## src/rtl/vx_cache_core_req_dispatch_pkg.sv

```systemverilog
// Shared types and elaboration helpers for the core request dispatcher.
package vx_cache_core_req_dispatch_pkg;

   // Index width that never collapses to zero bits.
   function automatic int unsigned log2up(int unsigned n);
      return (n > 1) ? $clog2(n) : 1;
   endfunction

   // Word address width for a 32-bit byte address space.
   function automatic int unsigned word_addr_width(int unsigned word_size);
      return 32 - $clog2(word_size);
   endfunction

   function automatic bit is_pow2(int unsigned n);
      return (n != 0) && ((n & (n - 1)) == 0);
   endfunction

   // Batch tracking: first cycle of a batch versus continuation cycles.
   typedef enum logic {
      DISP_FIRST = 1'b0,
      DISP_CONT  = 1'b1
   } disp_state_e;

   localparam int unsigned PERF_WIDTH = 32;

endpackage

```

## src/rtl/vx_cache_core_req_dispatch_if.sv

```systemverilog
// Core batch request port plus per-bank output slots with valid/ready.
interface vx_cache_core_req_dispatch_if
   import vx_cache_core_req_dispatch_pkg::*;
#(
   parameter int unsigned NUM_BANKS       = 4,
   parameter int unsigned NUM_REQUESTS    = 4,
   parameter int unsigned TAG_WIDTH       = 8,
   parameter int unsigned WORD_ADDR_WIDTH = 30,
   parameter int unsigned TID_WIDTH       = log2up(NUM_REQUESTS)
);
   logic [NUM_REQUESTS-1:0]                 core_req_valid;
   logic [NUM_REQUESTS*WORD_ADDR_WIDTH-1:0] core_req_addr;
   logic [TAG_WIDTH-1:0]                    core_req_tag;
   logic                                    core_req_ready;

   logic [NUM_BANKS-1:0]                    bank_req_valid;
   logic [NUM_BANKS*TID_WIDTH-1:0]          bank_req_tid;
   logic [NUM_BANKS*WORD_ADDR_WIDTH-1:0]    bank_req_addr;
   logic [NUM_BANKS*TAG_WIDTH-1:0]          bank_req_tag;
   logic [NUM_BANKS-1:0]                    bank_req_ready;

   // Environment side: the core and the bank queues.
   modport master (
      output core_req_valid, core_req_addr, core_req_tag, bank_req_ready,
      input  core_req_ready, bank_req_valid, bank_req_tid, bank_req_addr, bank_req_tag
   );

   // Dispatcher side.
   modport slave (
      input  core_req_valid, core_req_addr, core_req_tag, bank_req_ready,
      output core_req_ready, bank_req_valid, bank_req_tid, bank_req_addr, bank_req_tag
   );
endinterface

```

## src/rtl/vx_cache_core_req_dispatch_priority_encoder.sv

```systemverilog
// Lowest-set-bit index of an N-bit vector, with an any-bit-set flag.
module vx_cache_core_req_dispatch_priority_encoder
   import vx_cache_core_req_dispatch_pkg::*;
#(
   parameter int unsigned N = 4,
   parameter int unsigned W = log2up(N)
) (
   input  logic [N-1:0] data_in,
   output logic [W-1:0] index,
   output logic         valid_out
);

   // Scan upward; the first set bit wins.
   always_comb begin
      index     = '0;
      valid_out = 1'b0;
      for (int unsigned i = 0; i < N; i++) begin
         if (data_in[i] && !valid_out) begin
            index     = W'(i);
            valid_out = 1'b1;
         end
      end
   end

endmodule

```

## src/rtl/vx_cache_core_req_dispatch.sv

```systemverilog
// Routes a batch of per-thread word requests to per-bank registered slots,
// serialising bank conflicts in ascending thread order.
module vx_cache_core_req_dispatch
   import vx_cache_core_req_dispatch_pkg::*;
#(
   parameter int unsigned BANK_LINE_SIZE = 16,
   parameter int unsigned WORD_SIZE      = 4,
   parameter int unsigned NUM_BANKS      = 4,
   parameter int unsigned NUM_REQUESTS   = 4,
   parameter int unsigned SPLIT_CAPABLE  = 0,
   parameter int unsigned TAG_WIDTH      = 8
) (
   input  logic                    clk,
   input  logic                    reset,
   input  logic                    split_en,
   vx_cache_core_req_dispatch_if.slave req_if,
   output logic [PERF_WIDTH-1:0]   perf_conflicts
);

   localparam int unsigned WORD_ADDR_WIDTH = word_addr_width(WORD_SIZE);
   localparam int unsigned REQS_BITS       = log2up(NUM_REQUESTS);
   localparam int unsigned BANK_IDX_W      = log2up(NUM_BANKS);
   localparam int unsigned BANK_OFF        = $clog2(BANK_LINE_SIZE / WORD_SIZE);
   localparam int unsigned SPLIT_RATIO     = (NUM_BANKS >= NUM_REQUESTS) ? (NUM_BANKS / NUM_REQUESTS) : 1;
   localparam int unsigned SPLIT_BITS      = $clog2(SPLIT_RATIO);
   localparam logic [BANK_IDX_W-1:0] BANK_MASK  = BANK_IDX_W'(NUM_BANKS - 1);
   localparam logic [BANK_IDX_W-1:0] SPLIT_MASK = BANK_IDX_W'(SPLIT_RATIO - 1);

   if (!is_pow2(NUM_BANKS)) begin : g_chk_banks
      $error("NUM_BANKS must be a power of 2");
   end
   if (!is_pow2(NUM_REQUESTS)) begin : g_chk_reqs
      $error("NUM_REQUESTS must be a power of 2");
   end
   if ((SPLIT_CAPABLE != 0) && ((NUM_BANKS < NUM_REQUESTS) || ((NUM_BANKS % NUM_REQUESTS) != 0))) begin : g_chk_split
      $error("SPLIT_CAPABLE requires NUM_BANKS to be a multiple of NUM_REQUESTS");
   end

   logic [NUM_REQUESTS-1:0][WORD_ADDR_WIDTH-1:0] core_addr;
   logic [NUM_REQUESTS-1:0][BANK_IDX_W-1:0]      bank_idx;
   logic [NUM_REQUESTS-1:0]                      pend;
   logic [NUM_REQUESTS-1:0]                      picked;
   logic [NUM_REQUESTS-1:0]                      sent_r;
   logic [NUM_BANKS-1:0][NUM_REQUESTS-1:0]       bank_reqs;
   logic [NUM_BANKS-1:0][REQS_BITS-1:0]          sel_tid;
   logic [NUM_BANKS-1:0]                         sel_valid;
   logic [NUM_BANKS-1:0]                         slot_free;
   logic [NUM_BANKS-1:0]                         pick;
   logic                                         batch_ready;

   logic [NUM_BANKS-1:0]                         valid_r;
   logic [NUM_BANKS-1:0][REQS_BITS-1:0]          tid_r;
   logic [NUM_BANKS-1:0][WORD_ADDR_WIDTH-1:0]    addr_r;
   logic [NUM_BANKS-1:0][TAG_WIDTH-1:0]          tag_r;

   disp_state_e state_q, state_d;
   logic        perf_inc;

   assign core_addr = req_if.core_req_addr;
   assign pend      = req_if.core_req_valid & ~sent_r;
   assign slot_free = ~valid_r | req_if.bank_req_ready;

   // Bank index per thread; the masks make the single-bank case resolve to 0.
   always_comb begin
      bank_idx = '0;
      for (int unsigned i = 0; i < NUM_REQUESTS; i++) begin
         if ((SPLIT_CAPABLE != 0) && split_en)
            bank_idx[i] = (BANK_IDX_W'(i) << SPLIT_BITS)
                        | (BANK_IDX_W'(core_addr[i] >> BANK_OFF) & SPLIT_MASK);
         else
            bank_idx[i] = BANK_IDX_W'(core_addr[i] >> BANK_OFF) & BANK_MASK;
      end
   end

   // Per-bank view of which pending threads target that bank.
   always_comb begin
      bank_reqs = '0;
      for (int unsigned b = 0; b < NUM_BANKS; b++)
         for (int unsigned i = 0; i < NUM_REQUESTS; i++)
            bank_reqs[b][i] = pend[i] && (bank_idx[i] == BANK_IDX_W'(b));
   end

   for (genvar b = 0; b < NUM_BANKS; b++) begin : g_bank
      vx_cache_core_req_dispatch_priority_encoder #(
         .N (NUM_REQUESTS)
      ) u_enc (
         .data_in   (bank_reqs[b]),
         .index     (sel_tid[b]),
         .valid_out (sel_valid[b])
      );
   end

   assign pick = sel_valid & slot_free;

   // Threads consumed by this cycle's picks.
   always_comb begin
      picked = '0;
      for (int unsigned b = 0; b < NUM_BANKS; b++)
         if (pick[b]) picked[sel_tid[b]] = 1'b1;
   end

   assign batch_ready         = ~|(pend & ~picked);
   assign req_if.core_req_ready = batch_ready;

   // Output slots: refill when free, otherwise hold.
   always_ff @(posedge clk) begin
      if (reset) begin
         valid_r <= '0;
         tid_r   <= '0;
         addr_r  <= '0;
         tag_r   <= '0;
      end else begin
         for (int unsigned b = 0; b < NUM_BANKS; b++) begin
            if (slot_free[b]) begin
               valid_r[b] <= pick[b];
               if (pick[b]) begin
                  tid_r[b]  <= sel_tid[b];
                  addr_r[b] <= core_addr[sel_tid[b]];
                  tag_r[b]  <= req_if.core_req_tag;
               end
            end
         end
      end
   end

   // Record dispatched threads until the batch completes.
   always_ff @(posedge clk) begin
      if (reset)            sent_r <= '0;
      else if (batch_ready) sent_r <= '0;
      else                  sent_r <= sent_r | picked;
   end

   // Batch state register.
   always_ff @(posedge clk) begin
      if (reset) state_q <= DISP_FIRST;
      else       state_q <= state_d;
   end

   // A batch that misses ready in its first cycle is a conflict batch.
   always_comb begin
      state_d  = state_q;
      perf_inc = 1'b0;
      case (state_q)
         DISP_FIRST: begin
            if ((|req_if.core_req_valid) && !batch_ready) begin
               state_d  = DISP_CONT;
               perf_inc = 1'b1;
            end
         end
         DISP_CONT: begin
            if (batch_ready) state_d = DISP_FIRST;
         end
         default: state_d = DISP_FIRST;
      endcase
   end

   // Saturating conflict counter.
   always_ff @(posedge clk) begin
      if (reset)
         perf_conflicts <= '0;
      else if (perf_inc && (perf_conflicts != '1))
         perf_conflicts <= perf_conflicts + 1'b1;
   end

   assign req_if.bank_req_valid = valid_r;
   assign req_if.bank_req_tid   = tid_r;
   assign req_if.bank_req_addr  = addr_r;
   assign req_if.bank_req_tag   = tag_r;

endmodule
```

## src/flat_wrapper.sv

```systemverilog
// flat-port wrapper written by rule: the top's interface ports become plain ports
module vx_cache_core_req_dispatch_flat import vx_cache_core_req_dispatch_pkg::*;
#(
   parameter int unsigned BANK_LINE_SIZE = 16,
   parameter int unsigned WORD_SIZE      = 4,
   parameter int unsigned NUM_BANKS      = 4,
   parameter int unsigned NUM_REQUESTS   = 4,
   parameter int unsigned SPLIT_CAPABLE  = 0,
   parameter int unsigned TAG_WIDTH      = 8
)
  (clk, reset, split_en, perf_conflicts, req_if_core_req_valid, req_if_core_req_addr, req_if_core_req_tag, req_if_bank_req_ready, req_if_core_req_ready, req_if_bank_req_valid, req_if_bank_req_tid, req_if_bank_req_addr, req_if_bank_req_tag);
  vx_cache_core_req_dispatch_if #(.NUM_BANKS(NUM_BANKS), .NUM_REQUESTS(NUM_REQUESTS), .TAG_WIDTH(TAG_WIDTH)) req_if_i ();
  input  logic clk;
  input  logic reset;
  input  logic split_en;
  output logic [PERF_WIDTH-1:0] perf_conflicts;
  input wire logic [$bits(req_if_i.core_req_valid)-1:0] req_if_core_req_valid;
  input wire logic [$bits(req_if_i.core_req_addr)-1:0] req_if_core_req_addr;
  input wire logic [$bits(req_if_i.core_req_tag)-1:0] req_if_core_req_tag;
  input wire logic [$bits(req_if_i.bank_req_ready)-1:0] req_if_bank_req_ready;
  output wire logic [$bits(req_if_i.core_req_ready)-1:0] req_if_core_req_ready;
  output wire logic [$bits(req_if_i.bank_req_valid)-1:0] req_if_bank_req_valid;
  output wire logic [$bits(req_if_i.bank_req_tid)-1:0] req_if_bank_req_tid;
  output wire logic [$bits(req_if_i.bank_req_addr)-1:0] req_if_bank_req_addr;
  output wire logic [$bits(req_if_i.bank_req_tag)-1:0] req_if_bank_req_tag;
  assign req_if_i.core_req_valid = req_if_core_req_valid;
  assign req_if_i.core_req_addr = req_if_core_req_addr;
  assign req_if_i.core_req_tag = req_if_core_req_tag;
  assign req_if_i.bank_req_ready = req_if_bank_req_ready;
  assign req_if_core_req_ready = req_if_i.core_req_ready;
  assign req_if_bank_req_valid = req_if_i.bank_req_valid;
  assign req_if_bank_req_tid = req_if_i.bank_req_tid;
  assign req_if_bank_req_addr = req_if_i.bank_req_addr;
  assign req_if_bank_req_tag = req_if_i.bank_req_tag;
  vx_cache_core_req_dispatch #(.BANK_LINE_SIZE(BANK_LINE_SIZE), .WORD_SIZE(WORD_SIZE), .NUM_BANKS(NUM_BANKS), .NUM_REQUESTS(NUM_REQUESTS), .SPLIT_CAPABLE(SPLIT_CAPABLE), .TAG_WIDTH(TAG_WIDTH)) u_core (.clk(clk), .reset(reset), .split_en(split_en), .req_if(req_if_i), .perf_conflicts(perf_conflicts));
endmodule
```

## config.mk

```make
export PLATFORM = sky130hd
export DESIGN_NAME = vx_cache_core_req_dispatch_flat
export DESIGN_NICKNAME = d
export VERILOG_FILES = /design/src/rtl/vx_cache_core_req_dispatch_pkg.sv /design/src/rtl/vx_cache_core_req_dispatch_if.sv /design/src/rtl/vx_cache_core_req_dispatch_priority_encoder.sv /design/src/rtl/vx_cache_core_req_dispatch.sv /design/src/flat_wrapper.sv
export SDC_FILE = /design/constraint.sdc
export NUM_CORES = 1
export LEC_CHECK = 0
export ABC_AREA = 1
export BUFFER_PORTS_ARGS = -buffer_cell sky130_fd_sc_hd__buf_2
export CAP_MARGIN = 40
export CORE_MARGIN = 2
export CORE_UTILIZATION = 57
export CTS_CLUSTER_SIZE = 28
export DETAILED_ROUTE_END_ITERATION = 6
export GPL_TIMING_DRIVEN = 0
export PLACE_DENSITY = 0.87
export SKIP_CTS_REPAIR_TIMING = 1
export SLEW_MARGIN = 20
export SYNTH_ARGS = -nofsm -noshare
export SYNTH_HDL_FRONTEND = slang
export SYNTH_HIERARCHICAL = 1
export SYNTH_SLANG_ARGS = --single-unit
```

## constraint.sdc

```tcl
create_clock -name clk -period 4.6 [get_ports clk]
set_input_delay 0.92 -clock clk [delete_from_list [all_inputs] [get_ports clk]]
set_output_delay 0.92 -clock clk [all_outputs]
set_load 0.1 [all_outputs]
```

==> results.sh <==
export IMPL_outcome="finished, final reports clean"
export IMPL_crit_type="input port to primary output"
export IMPL_synthXorXnorAreaFrac_pct=1.36
export IMPL_ff2ff_path_depth=12
export IMPL_grt_pass1_wl_um=81500
export IMPL_synth_simple_gate_area_share_pct=20.8
export IMPL_peakVddDrop_v=0.000439
export IMPL_synthAdderAreaFrac_pct=0.108
export IMPL_firstDrtPassIters=7
export IMPL_slew_viol_final=0
export IMPL_die_h_um=146
export IMPL_synth_seq_area_share_pct=34.8
export IMPL_io_pins=336
export IMPL_track_usage_pct=48.4
export IMPL_rsz0062_at_grt="false"
export IMPL_clkPwrFrac_pct=24.5
export IMPL_syn_nets=1932
export IMPL_finalSetupViolations=0
export IMPL_critPathMaxFanout=4
export IMPL_drtIter0Drc=2265
export IMPL_synth_area_um2=11600
export IMPL_routedWlPerCell_um=22.4
export IMPL_regArea_um2=4020
export IMPL_via_per_inst=6.35
export IMPL_pwr_share_comb_pct=45.3
export IMPL_finalHoldViolCount=0
export IMPL_synthMuxAreaShare_pct=0
export IMPL_internal_power_mw=3.45
export IMPL_cts_tree="built"
export IMPL_finalCriticalPeriod_ns=4.41
export IMPL_timing_worst_slew_pin_value_ns=0.915
export IMPL_cts_sinks=201
export IMPL_pwr_density_cell_nw_per_um2=484
export IMPL_core_area_um2=20000
export IMPL_port_buffers=333
export IMPL_crit_arrival_ns=3.49
export IMPL_grt_pass1_vias=14600
export IMPL_power_switching_share_pct=50.0
export IMPL_nNetsFinal=2288
export IMPL_setup_tns_final_ns=0
export IMPL_p_leak_nw=6.73
export IMPL_overflow=0
export IMPL_htree_num_levels=1
export IMPL_wirelength_um=54400
export IMPL_drc=0
export IMPL_dp_hpwl_um=40400
export IMPL_drive_gt1_share_pct=19.0
export IMPL_placementRows=52
export IMPL_multi_input_area_um2=6170
export IMPL_worst_setup_path_start_kind="input port"
export IMPL_syn_avg_cell_area_um2=6.45
export IMPL_hp_class="register to register"
export IMPL_p_switching_mw=3.44
export IMPL_syn_instance_count=1792
export IMPL_whs_ns=0.486
export IMPL_numCtsBuffers=21
export IMPL_fmax_ghz=0.227
export IMPL_clock_skew_ns=0.0189
export IMPL_finalCritPeriodShare_pct=95.9
export IMPL_num_vias=15400
export IMPL_yosys_cell_types_count=30
export IMPL_yosys_warnings=6
export IMPL_clk_pin_slew_ns=0.06
export IMPL_dieWidth_um=146
export IMPL_cts_root_buf="clkbuf_16"
export IMPL_maxCapViolations=0
export IMPL_grt_max_degree=15
export IMPL_synth_compound_area_share_pct=31.1
export IMPL_ant_nets=0
export IMPL_die_area_um2=21400
export IMPL_maxSlewHeadroom_pct=39.0
export IMPL_synth_seq_cells=201
export IMPL_critPathCaptureType="primary output"
export IMPL_place_congestion=1.03
export IMPL_initial_utilization_pct=57.7
export IMPL_clockBufferDepth=3
export IMPL_crit_required_ns=3.68
export IMPL_pwr_share_seq_pct=30.2
export IMPL_synth_top_family_by_area="compound AO/OA/AOI/OAI gates"
export IMPL_fillCellCount=1669
export IMPL_area_growth_pct=23.1
export IMPL_antenna_found_initial=4
export IMPL_hold_depth=2
export IMPL_insertion_delay_ns=0.51
-- layout make-up --
type                            instances  area share, %
Timing Repair Buffer                  333           11.7
Tap cell                              270           2.37
Multi-Input combinational cell       1234           43.3
Clock inverter                          8          0.703
Sequential cell                       201           28.3
Inverter                              222           5.86
Antenna cell                            2         0.0352
Buffer                                135           3.80
Clock buffer                           27           3.92
-- through the flow --
step	cell area (um2)	total power, mW	util, %	setup slack, ns	instances
detailed placement	13600	5.12	67.7	0.312	2395
floorplan	11600	4.39	-	0.197	1792
CTS	14200	6.79	71.0	0.308	2430
global placement	13600	5.07	67.7	0.365	2395
global route	14200	7.06	71.0	0.0371	2432
finish	14200	6.89	71.0	0.187	2432
-- cell families (layout without fill, tap and decap cells) --
family / after synthesis / count (layout)
other: 0 / 2
xor gates and xnor gates: 18 / 18
AOI/OAI and AO/OA: 656 / 656
DFF: 201 / 201
adders and majority gates: 1 / 1
and+or+nand+nor: 559 / 559
buffers and inverters: 357 / 725
-- sequential cells by signal, summed over array words and instances, names as in the netlist --
name and count:
u_core/state_q 1, u_core/req_if.bank_req_tag 32, u_core/perf_conflicts 32, u_core/req_if.bank_req_valid 4, u_core/sent_r 4, u_core/req_if.bank_req_addr 120
u_core/req_if.bank_req_tid 8
-- per-layer routing --
metal / GRT usage, % / up-vias / share of wire [%]
met1: 59.9 / 6897 / 36
met3: 14.4 / 358 / 15
met5: 0 / - / 0.024
li1: - / 6798 / -
met4: 29.1 / 2 / 7.4
met2: 74.7 / 1378 / 42
-- synthesized netlist by cell type --
cell / number / share of area, %
a211oi_1: 3 / 0.19
a21oi_1: 219 / 9.5
a21oi_2: 8 / 0.61
a221oi_1: 30 / 2.3
a41oi_1: 1 / 0.076
buf_1: 22 / 0.71
buf_2: 9 / 0.39
buf_6: 3 / 0.29
clkbuf_1: 101 / 3.3
clkinv_1: 2 / 0.065
dfxtp_1: 201 / 35
ha_1: 1 / 0.11
inv_1: 199 / 6.5
inv_2: 21 / 0.68
nand2_1: 178 / 5.8
nand2_2: 4 / 0.22
nand3_1: 136 / 5.9
nand3b_1: 9 / 0.58
nand4_1: 18 / 0.97
nor2_1: 181 / 5.9
nor2_2: 1 / 0.054
nor3_1: 31 / 1.3
nor3b_1: 1 / 0.065
o211ai_1: 60 / 3.9
o21ai_0: 321 / 14
o21ai_1: 11 / 0.48
o21ai_2: 1 / 0.076
o22ai_1: 2 / 0.11
xnor2_1: 3 / 0.23
xor2_1: 15 / 1.1
-- power by group through the flow --
| stage | registers (mW) | logic (mW) | clock network (mW) |
|---|---|---|---|
| 3_3_place_gp | 2.10 | 2.97 | 0 |
| 2_1_floorplan | 3.55 | 0.840 | 0 |
| 6_report | 2.08 | 3.12 | 1.69 |
| 3_5_place_dp | 2.11 | 3.01 | 0 |
| 5_1_grt | 2.10 | 3.21 | 1.75 |
| 4_1_cts | 2.08 | 3.03 | 1.68 |
-- cells in the final DEF (no fill, tap or decap), drive strengths merged, types with 15 or more instances in the layout --
master and instances:
nand4 18, clkbuf 128, inv 221, o21ai 333, buf 367, nor2 182, nor3 31, o211ai 60
nand2 182, xor2 15, nand3 136, dfxtp 201, a21oi 227, a221oi 30
-- final timing paths --
kind / start / endpoint / slack [ns]
max: req_if_core_req_valid[3] / req_if_core_req_ready / 0.19
min: u_core/req_if.bank_req_tag[4]$_SDFFE_PP0P_ / u_core/req_if.bank_req_tag[4]$_SDFFE_PP0P_ / 0.49
max reg2reg: u_core/sent_r[0]$_SDFF_PP0_ / u_core/req_if.bank_req_addr[86]$_SDFFE_PP0P_ / 1.43
min reg2reg: u_core/req_if.bank_req_tag[4]$_SDFFE_PP0P_ / u_core/req_if.bank_req_tag[4]$_SDFFE_PP0P_ / 0.49
-- worst max-delay path, stage by stage --
cell,delay [ns]
buf_2,0.10
inv_1,0.05
nor2_1,0.13
inv_1,0.12
nor3_1,0.27
nand2_2,0.09
a21oi_2,0.23
inv_2,0.09
nor2_1,0.35
nand3_1,0.13
nand2_1,0.13
nor2_1,0.05
nand2_1,0.05
nand2_1,0.10
nor2_1,0.21
buf_2,0.47
No activity file was read; power rests on OpenSTA's default activity.
